<file path="src/rtl/irq_pkg.sv">
// Shared constants and helpers for the interrupt controller register map.
package irq_pkg;

    // Widest supported controller and width of a line index
    localparam int IRQ_NMAX      = 32;
    localparam int IRQ_IDX_W     = 5;

    // Position of the "request present" flag in the VECTOR word
    localparam int IRQ_VEC_VALID = 31;

    // Word register select values on addr
    localparam logic [1:0] IRQ_PEND = 2'd0;
    localparam logic [1:0] IRQ_MASK = 2'd1;
    localparam logic [1:0] IRQ_MODE = 2'd2;
    localparam logic [1:0] IRQ_VEC  = 2'd3;

    // Build the VECTOR read word; the index field is forced to 0 when nothing is active
    function automatic logic [31:0] irq_vec_word(input logic valid, input logic [IRQ_IDX_W-1:0] idx);
        logic [31:0] w;
        w                      = '0;
        w[IRQ_VEC_VALID]       = valid;
        w[IRQ_IDX_W-1:0]       = valid ? idx : '0;
        return w;
    endfunction

endpackage

</file>
<file path="src/rtl/irq_prio.sv">
// Lowest-index-wins priority encoder over the active interrupt set.
module irq_prio
    import irq_pkg::*;
#(
    parameter int N = 16
) (
    input  logic [N-1:0]         req,
    output logic [IRQ_IDX_W-1:0] idx,
    output logic                 valid
);

    // Scan from the top down so the last hit, the lowest set bit, is the one kept
    always_comb begin
        // NOTE: defaults first so every path assigns idx/valid and no latch is inferred.
        idx   = '0;
        valid = 1'b0;
        for (int i = N - 1; i >= 0; i--) begin
            if (req[i]) begin
                idx   = IRQ_IDX_W'(i);
                valid = 1'b1;
            end
        end
    end

endmodule

</file>
<file path="src/rtl/irq_ctrl.sv">
// Interrupt controller: samples per-peripheral irq lines, holds edge events,
// masks them, and presents one registered request plus a claimable vector.
module irq_ctrl
    import irq_pkg::*;
#(
    parameter int N = 16
) (
    input  logic         clk,
    input  logic         rst,
    input  logic         stb,
    input  logic         we,
    input  logic [1:0]   addr,
    input  logic [31:0]  data_in,
    output logic [31:0]  data_out,
    output logic         ack,
    input  logic [N-1:0] irq_in,
    output logic         irq_out
);

    logic [N-1:0]         irq_q;
    logic [N-1:0]         epend;
    logic [N-1:0]         mask_q;
    logic [N-1:0]         mode_q;

    logic [N-1:0]         rise;
    logic [N-1:0]         pend;
    logic [N-1:0]         act;
    logic [N-1:0]         claim_clr;
    logic [N-1:0]         w1c_clr;
    logic [N-1:0]         mode_next;
    logic [N-1:0]         epend_next;

    logic [IRQ_IDX_W-1:0] act_idx;
    logic                 act_valid;

    logic                 wr_pend;
    logic                 wr_mask;
    logic                 wr_mode;
    logic                 claim;

    // Upper write-data bits have no register behind them on narrow controllers
    if (N < IRQ_NMAX) begin : g_unused_hi
        logic unused_data_hi;
        assign unused_data_hi = &{1'b0, data_in[IRQ_NMAX-1:N]};
    end

    // Zero-wait-state bus
    assign ack     = stb;
    assign wr_pend = stb & we & (addr == IRQ_PEND);
    assign wr_mask = stb & we & (addr == IRQ_MASK);
    assign wr_mode = stb & we & (addr == IRQ_MODE);

    // Rising edge seen against last cycle's sample
    assign rise = irq_in & ~irq_q;

    // Edge lines report their latched event, level lines report the live sample
    assign pend = (mode_q & epend) | (~mode_q & irq_q);
    assign act  = pend & mask_q;

    irq_prio #(.N(N)) u_prio (
        .req   (act),
        .idx   (act_idx),
        .valid (act_valid)
    );

    // A successful VECTOR read claims the line it reported
    assign claim = stb & ~we & (addr == IRQ_VEC) & act_valid;

    // Decode claim and W1C into per-line clears; only edge lines can be cleared
    always_comb begin
        claim_clr = '0;
        for (int i = 0; i < N; i++) begin
            claim_clr[i] = claim && (act_idx == IRQ_IDX_W'(i));
        end
        claim_clr = claim_clr & mode_q;
        w1c_clr   = wr_pend ? (data_in[N-1:0] & mode_q) : '0;
    end

    // New edge-pending state: a same-cycle rising edge beats any clear, and lines
    // switched to level mode drop their stale event immediately
    always_comb begin
        mode_next  = wr_mode ? data_in[N-1:0] : mode_q;
        epend_next = ((epend & ~(claim_clr | w1c_clr)) | (rise & mode_q)) & mode_next;
    end

    // Register state; a reset edge wins over any access in the same cycle
    always_ff @(posedge clk) begin
        // NOTE: sequential state uses non-blocking assignments so every register
        // samples pre-edge values regardless of statement order.
        if (rst) begin
            irq_q   <= '0;
            epend   <= '0;
            mask_q  <= '0;
            mode_q  <= '0;
            irq_out <= 1'b0;
        end else begin
            irq_q   <= irq_in;
            epend   <= epend_next;
            mask_q  <= wr_mask ? data_in[N-1:0] : mask_q;
            mode_q  <= mode_next;
            irq_out <= |act;
        end
    end

    // Read mux, combinational from addr and current state, zero-extended
    always_comb begin
        data_out = '0;
        case (addr)
            IRQ_PEND: data_out[N-1:0] = pend;
            IRQ_MASK: data_out[N-1:0] = mask_q;
            IRQ_MODE: data_out[N-1:0] = mode_q;
            IRQ_VEC:  data_out        = irq_vec_word(act_valid, act_idx);
            default:  data_out        = '0;
        endcase
    end

endmodule

</file>
<file path="config.mk">
export PLATFORM = sky130hd
export DESIGN_NAME = irq_ctrl
export DESIGN_NICKNAME = d
export VERILOG_FILES = /design/src/rtl/irq_pkg.sv /design/src/rtl/irq_prio.sv /design/src/rtl/irq_ctrl.sv
export SDC_FILE = /design/constraint.sdc
export NUM_CORES = 1
export LEC_CHECK = 0
export ABC_CLOCK_PERIOD_IN_PS = 3450
export CAP_MARGIN = 20
export CORE_MARGIN = 2
export CORE_UTILIZATION = 50
export DETAILED_ROUTE_END_ITERATION = 10
export GPL_TIMING_DRIVEN = 0
export HOLD_SLACK_MARGIN = 0.02
export PLACE_DENSITY = 0.87
export SLEW_MARGIN = 20
export SYNTH_ARGS = -nofsm -noshare
export SYNTH_HDL_FRONTEND = slang
export SYNTH_SLANG_ARGS = --single-unit
export TNS_END_PERCENT = 20
</file>
<file path="constraint.sdc">
create_clock -name clk -period 3.45 [get_ports clk]
set_input_delay 0.8625 -clock clk [delete_from_list [all_inputs] [get_ports clk]]
set_output_delay 0.8625 -clock clk [all_outputs]
set_load 0.01 [all_outputs]
</file>
# == After elaboration in Yosys (flattened, before gate mapping) ==
# Cells that the tools add are included.
# op_classes
eq_ne,18
muxes,37
bitwise,23
reduce_logical,19
# op_table
op,count
16-bit bitwise AND,9
4-bit two-way mux,16
16-bit one-hot mux with 4 select lines,1
16-bit two-way mux,3
16-bit NOT,3
16-bit bitwise OR,3
"5-bit by 4-bit equality test with 1-bit output, second input constant",8
"5-bit by 3-bit equality test with 1-bit output, second input constant",4
1-bit logical AND,16
1-bit two-way mux,16
16-bit OR reduction,1
"5-bit by 2-bit equality test with 1-bit output, second input constant",2
1-bit bitwise AND,7
"5-bit by 1-bit equality test with 1-bit output, second input constant",1
5-bit zero test,1
5-bit two-way mux,1
"2-bit equality test, second input constant",2
"2-bit by 1-bit equality test with 1-bit output, second input constant",1
2-bit zero test,1
1-bit NOT,1
# totals
register_bits,65
inputBits,54
output_inout_bits,34
word_cells,102

# == Logic depth before layout (Yosys ltp) ==
# Gate-level depths: netlist of run 1.
# depth
word_depth,28
ltp_mapped,8
ltp_nobuf,6

# == Cells and area by module ==
# Synthesis of run 1 repeated with hierarchy kept, for this count alone.
# hier_totals
hier_cells,491
hier_area_um2,3642.2
# modules_own_cells
mod,instances,cells_per_inst,area_per_inst_um2,seq_area_each_um2
irq_ctrl,1,456,3452.1,1301.2
irq_prio,1,35,190.2,0.0

# == Least setup slack after synthesis of run 1 ==
# No wires, ideal clock.
# synth_timing
path_type,register to output
from,register mode_q[15]
to,output data_out[0]
arrival_time_ns,1.994
required_time_ns,2.588
path_slack_ns,0.593
stages_incl_launch_ff,7
n_path_buf,0
path_cell_list,dfxtp_1 mux2_2 a2bb2oi_1 or3b_2 nor4_1 or3_1 a211oi_1
# synth_via
elab_chain_cells,22
word_cells_on_any_way,39
cone_classes,34 x mux; 5 x bitwise
# synth_lines
item,line_no,rtl
"start, declared",irq_ctrl.sv:23,logic [N-1:0] mode_q;
"start signal, assigned",irq_ctrl.sv:100,mode_q <= mode_next;
16-bit NOT,irq_ctrl.sv:57,assign pend = (mode_q & epend) | (~mode_q & irq_q);
16-bit bitwise AND,irq_ctrl.sv:57,
16-bit bitwise OR (*),irq_ctrl.sv:57,
16-bit bitwise AND (*),irq_ctrl.sv:58,assign act = pend & mask_q;
4-bit two-way mux or 1-bit two-way mux (tied branches) (16 in a row),irq_prio.sv:18,if (req[i]) begin
5-bit two-way mux (*),irq_pkg.sv:22,w[IRQ_IDX_W-1:0] = valid ? idx : '0;
16-bit one-hot mux with 4 select lines (*),irq_ctrl.sv:108,case (addr)
"end, declared",irq_ctrl.sv:14,"output logic [31:0] data_out,"
# Mark *: on every way between the ends. The rest lies on a longest branch, timed or not.

# == Worst setup path after layout of run 1 ==
# layout_timing
from,register mode_q[4]
to,output data_out[0]
# layout_via
elab_chain_cells,11
word_cells_on_any_way,17
cone_classes,12 x mux; 5 x bitwise
# layout_lines
item,line_no
16-bit NOT,irq_ctrl.sv:57
16-bit bitwise AND,irq_ctrl.sv:57
16-bit bitwise OR (*),irq_ctrl.sv:57
16-bit bitwise AND (*),irq_ctrl.sv:58
4-bit two-way mux or 1-bit two-way mux (tied branches) (5 in a row),irq_prio.sv:18
5-bit two-way mux (*),irq_pkg.sv:22
16-bit one-hot mux with 4 select lines (*),irq_ctrl.sv:108
# Marked as above.

==> impl_metrics.csv, run 1 <==
group,metric,value,unit
run_status,outcome,"finished, violations left",
run_status,violations,"negative setup slack",
pwr,total_power,1.78,mW
global_routing,grt_pass1_wl,18000,um
synth,synthArstFlopShare,0,%
critical_path,critPathMaxFanout,6,
flow_run,maxCapViolations,0,
floorplan,start_util,51.0,%
synth,synth_fa_ha_area_share,0,%
worst_hold_path,hold_start,"mask_q[12]",
critical_path,crit_slowest_cell,"dfxtp_2",
synth,synth_top_family_by_area,"simple AND/OR/NAND/NOR gates",
synth,ys_types,53,
cts,cts_root_buffer,"clkbuf_8",
critical_path,crit_path_cell_trace,"mux2_2 > a22o_1 > or2_2 > nor4_4 > or3_1 > a211oi_1 > dlygate4sd2_1",
critical_path,path_class,"flip-flop to output port",
cells_and_area,nets,611,
sta,finalSetupTns,-0.0230,ns
cts,cts_tree,"yes",
critical_path,r2r_setup_slack,0.91,ns
synth,ys_seq_elements,65,
critical_path,timing.rr.end,"epend[7]",
cts,clock_latency,0.36,ns
detailed_routing,drc,0,
floorplan,fp.coreArea,0.00714,sq mm
cells_and_area,layout-drive-gt1-share,14.1,%
floorplan,floorplan.die_area,0.00798,sq mm
global_routing,grtUsageTotal,30.2,%
detailed_routing,routedWlPerCell,17.6,um
cells_and_area,layout.cells.non_filler,661,
sta,finalSetupViolCount,1,
synth,synth_commonest_cells,"nand2_1, dfxtp_1, a21oi_1, o21ai_0, nor2b_1",
detailed_routing,first_iter_violations,397,
synth,syn_inst,476,
global_routing,grt_overflow,0,
detailed_routing,antenna_left,0,
synth,synth_edf_count,0,
place,place_congestion,0.963,
cts,clock_sinks,65,
critical_path,max_stage_delay,0.38,ns
global_routing,grt_antenna_before_repair,0,
critical_path,worstPathArrival,2.61,ns
critical_path,r2r_cells,6,
sta,finalHoldWorstSlack,0.481,ns
sta,fin_crit_sh,101,%
sta,slew_headroom,34.4,%
sta,timing_hold_violations_final,0,
synth,yosys.area_share.simple,26.1,%
cts,clk_pin_slew,0.07,ns
detailed_routing,wirelength,11600,um
cells_and_area,area_growth,29.8,%
worst_hold_path,min_to,"mask_q[12]",
detailed_routing,first_pass_iters,7,
cts,cts_max_path_buffers,2,
synth,yosysWarnings,0,
worst_hold_path,whs_path_depth,2,
floorplan,die_w,89.3,um
critical_path,required,2.59,ns
synth,synth_top_area_cell,"dfxtp_1",
floorplan,rows,31,
cts,htree_levels,3,
sta,period_needed,3.47,ns
global_routing,grt_max_degree,11,
worst_hold_path,worstHoldPathType,"flip-flop to flip-flop",
synth,yosysMostFrequentCell,"nand2_1",
pwr,leakage,1.75,nW
sta,worst_pin_slew,0.976,ns
floorplan,die_h,89.3,um
cts,hold_buffers,0,
sta,rsz0062_at_grt,"true",
pwr,powerDensity,378,mW/mm^2
global_routing,grt_pass1_vias,3715,
detailed_routing,vias,3981,
critical_path,timing.rr.start,"mode_q[4]",
place,io_buffers,55,
sta,fin_ws,-0.0230,ns
synth,synth-xor-area-share,0,%
synth,seq_area_frac_synth,35.8,%
cts,cts_buffers,9,
cells_and_area,num_antenna_cells,0,
floorplan,ios,88,
synth,synth.avg_cell_area,7.65,sq um
sta,fmax,288,MHz
synth,synth_ff_type,"dfxtp_1",
synth,synth_top_cells_by_area,"dfxtp_1, nand2_1, a21oi_1, o21ai_0, mux2_2",
cells_and_area,final_util,66.2,%
synth,synth_compound_area_share,26.0,%
sta,slew_violations,0,
critical_path,startpoint_type,"flip-flop",
critical_path,crit_path_end_kind,"output port",
sta,finClkSkew,0.00981,ns
synth,synthMuxAreaShare,5.23,%
detailed_routing,via_per_inst,6.02,
synth,synth_area,0.00364,sq mm
place,dp_cells,644,
synth,synth_top_area_share,35.8,%
place,dpl.hpwl,7990,um
pwr,ir_worst_vdd,207,uV
-- cells in the final DEF, fill, tap and decap left out, types with 11 or more instances in the layout --
cell type and n:
nand2_1 100, o21ai_0 31, nand3_1 12, clkbuf_8 12, clkbuf_1 15, dfxtp_1 56
mux2_2 11, o211ai_1 17, nor2_1 11, inv_1 13, buf_4 18, a21oi_1 51
nor2b_1 18, clkdlybuf4s50_1 47, conb_1 15
-- flip-flops by register name, summed over array words and instances (netlist names) --
| signal | count |
|---|---|
| irq_out | 1 |
| mode_q | 16 |
| mask_q | 16 |
| irq_q | 16 |
| epend | 16 |
-- power breakdown --
part	switching, mW	leakage, nW	total (mW)	internal, mW
logic	0.130	1.10	0.244	0.115
clock network	0.305	0.111	0.753	0.448
registers	0.0185	0.534	0.788	0.769
total	0.453	1.75	1.78	1.33
-- logic make-up (layout without fill, tap and decap cells) --
group	after synthesis	in the layout
compound gates	148	148
buf+inv	50	122
flops	65	65
mux	17	17
other cells	1	15
simple gates	195	195
-- per-stage QoR --
stage               area, sq um  setup slack (ns)
floorplan                  3690             0.593
global placement           4370            -0.905
detailed placement         4370            -0.852
CTS                        4700           -0.0108
global route               4720            -0.102
finish                     4720           -0.0230
-- routing by layer --
metal	vias to the layer above	track usage (%)	part of all wire, %
met1	1848	38.5	41
met3	53	3.69	8.9
li1	1841	-	-
met4	0	17.9	4.3
met2	239	48.9	46
met5	-	0	0
-- worst max path at each step --
stage               start     endpoint  slack, ns  cells after the start
2_1_floorplan  mode_q[15]  data_out[0]       0.59                      6
3_3_place_gp      addr[0]  data_out[0]      -0.91                      6
3_5_place_dp      addr[0]  data_out[0]      -0.85                      6
4_1_cts         mode_q[6]  data_out[0]      -0.01                      7
5_1_grt         mode_q[6]  data_out[0]      -0.10                      7
6_report        mode_q[4]  data_out[0]      -0.02                      7
-- critical path, delay by kind of cell (launching register included) --
family                 cells  cell delay (ns)
AO/OA/AOI/OAI              2             0.39
buffers and inverters      1             0.31
flip-flops                 1             0.38
multiplexers               1             0.38
AND/OR/NAND/NOR            3             0.80
-- what timing repair did --
item,4_1_cts,5_1_grt
setup buffers,1,0
pin swaps,3,2
endpoints found under the setup margin,17,14
gates resized for setup,38,13
cloned,0,0
-- cell type report --
class	instances	area [sq um]
timing repair buffer	56	553
clock inverter	2	60.1
clock buffer	14	163
buffer	36	218
inverter	14	53.8
fill	612	2410
multi-input combinational	375	2240
sequential	65	1310
tap	99	124
(Power assumes the default switching activity.)
==> inputs of run 2 (changes only) <==
--- a/config.mk
+++ b/config.mk
@@ -8,11 +8,11 @@
 export ABC_CLOCK_PERIOD_IN_PS = 3450
 export CAP_MARGIN = 20
 export CORE_MARGIN = 2
-export CORE_UTILIZATION = 50
+export CORE_UTILIZATION = 45
 export DETAILED_ROUTE_END_ITERATION = 10
 export GPL_TIMING_DRIVEN = 0
 export HOLD_SLACK_MARGIN = 0.02
-export PLACE_DENSITY = 0.87
+export PLACE_DENSITY = 0.8
 export SLEW_MARGIN = 20
 export SYNTH_ARGS = -nofsm -noshare
 export SYNTH_HDL_FRONTEND = slang
==> run 2 against run 1 <==
  * The flow now finishes without violations
  * Die area increased by 11%
  * Total power decreased by 10%
  * Cell count increased by 0.45%
  * Sequential power about the same
  * Highest routed layer unchanged
  * Critical path type unchanged
==> impl_metrics.csv, run 2 (synthesis gave the netlist of run 1 again) <==
group,metric,value,unit
pwr,total_power,1.60,mW
worst_hold_path,worstHoldPathType,"flip-flop to flip-flop",
detailed_routing,first_pass_iters,5,
detailed_routing,vias,3909,
critical_path,crit_path_end_kind,"output port",
cts,cts_root_buffer,"clkbuf_8",
detailed_routing,first_iter_violations,303,
cells_and_area,nFillCells,747,
cts,htree_levels,3,
cells_and_area,layout.cells.non_filler,664,
cells_and_area,layout-drive-gt1-share,14.2,%
critical_path,critPathMaxFanout,7,
sta,worst_pin_slew,1.05,ns
global_routing,grt_pass1_vias,3779,
floorplan,floorplan.die_area,0.00882,sq mm
run_status,outcome,"finished clean",
floorplan,die_w,93.9,um
detailed_routing,via_per_inst,5.89,
cts,cts_max_path_buffers,2,
floorplan,die_h,93.9,um
critical_path,timing.rr.start,"mode_q[7]",
floorplan,ios,88,
global_routing,grt_pass1_wl,18700,um
worst_hold_path,hold_start,"mask_q[14]",
critical_path,endpoint,"data_out[0]",
global_routing,grt_antenna_before_repair,0,
place,io_buffers,55,
sta,fin_ws,0.00424,ns
cells_and_area,area_growth,28.2,%
global_routing,grt_max_degree,11,
place,place_ws,-0.922,ns
global_routing,grtUsageTotal,27.8,%
cells_and_area,layout_commonest_cell,"nand2_1",
cts,cts_buffers,9,
pwr,powerDensity,343,mW/mm^2
sta,fmax,290,MHz
flow_run,maxCapViolations,0,
detailed_routing,drc,0,
detailed_routing,routedWlPerCell,18.1,um
detailed_routing,wirelength,12000,um
cts,clock_latency,0.35,ns
sta,finalSetupViolCount,0,
critical_path,r2r_setup_slack,0.95,ns
critical_path,required,2.59,ns
place,place_congestion,0.966,
sta,slew_violations,0,
critical_path,startpoint_type,"flip-flop",
cells_and_area,mostFrequentLayoutCells,"nand2_1, dfxtp_1, a21oi_1",
floorplan,fp.coreArea,0.00777,sq mm
sta,finClkSkew,0.0102,ns
critical_path,timing.rr.end,"epend[8]",
sta,finalSetupTns,0,ns
place,dp_cells,647,
sta,fin_crit_sh,99.9,%
global_routing,grt_overflow,0,
detailed_routing,antenna_left,0,
cts,clock_sinks,65,
cts,cts_tree,"yes",
critical_path,crit_path_start,"mode_q[15]",
floorplan,start_util,46.9,%
critical_path,worstPathArrival,2.58,ns
floorplan,rows,32,
cells_and_area,nets,612,
cts,clk_pin_slew,0.08,ns
sta,rsz0062_at_grt,"true",
sta,timing_hold_violations_final,0,
sta,slew_headroom,29.7,%
critical_path,path_class,"flip-flop to output port",
place,dpl.hpwl,8420,um
cells_and_area,num_antenna_cells,0,
sta,period_needed,3.45,ns
pwr,leakage,1.71,nW
critical_path,r2r_cells,6,
pwr,ir_worst_vdd,249,uV
==> run 2: cell types whose count changed in the layout (fill, tap and decap cells not counted), moves of 2 or more <==
cell and delta:
nor3b_2 -2, nor3b_1 +2, bufinv_16 -2, clkinv_2 +4, clkbuf_1 -2
==> run 2: cell type report <==
type	count	area [sq um]	area share, %
flip-flops and latches	65	1310	28.1
well taps	102	128	2.74
inverters	14	53.8	1.15
repair buffers	57	557	11.9
multi-input cells	375	2230	47.9
clock inverters	4	20.0	0.429
clock buffers	11	141	3.03
plain buffers	36	220	4.72
==> run 2: stage by stage <==
step	hold slack, ns	utilization [%]	cell area (sq um)
floorplan	0.445	-	3690
global placement	0.458	56.3	4370
detailed placement	0.469	56.3	4370
CTS	0.478	59.7	4640
global route	0.509	60.1	4660
finish	0.483	60.1	4660
==> run 2: how the worst min path moves through the flow <==
stage	end	depth (start not counted)
finish	mask_q[14]	2
detailed placement	mask_q[12]	2
floorplan	mask_q[12]	2
CTS	mask_q[12]	2
global placement	mask_q[12]	2
global route	mask_q[2]	2
==> run 2: power breakdown <==
part / internal [mW] / switching [mW]
logic: 0.116 / 0.130
clock network: 0.271 / 0.295
registers: 0.769 / 0.0176
total: 1.16 / 0.443
==> run 2: timing repair <==
action | CTS | global route
setup buffers | 0 | 2
cloned | 0 | 0
pin swaps | 2 | 2
setup endpoints to repair | 17 | 12
hold buffers | 0 | 0
resized for setup | 39 | 10
==> run 2: layer usage <==
| metal | up-vias | track usage [%] | wire (um) | part of all wire, % |
|---|---|---|---|---|
| met3 | 34 | 5.78 | 1130 | 9.4 |
| met2 | 201 | 44.9 | 5570 | 46 |
| li1 | 1838 | - | - | - |
| met5 | - | 0 | 0 | 0 |
| met1 | 1836 | 34.6 | 4870 | 41 |
| met4 | 0 | 15.1 | 416 | 3.5 |
==> run 2: critical path, cell delays in order, from the launching register on <==
cell           delay [ns]
dfxtp_2              0.39
mux2_2               0.38
a2bb2oi_2            0.20
or3b_4               0.43
nor4_4               0.27
or3_1                0.17
a211oi_2             0.07
dlygate4sd2_1        0.30
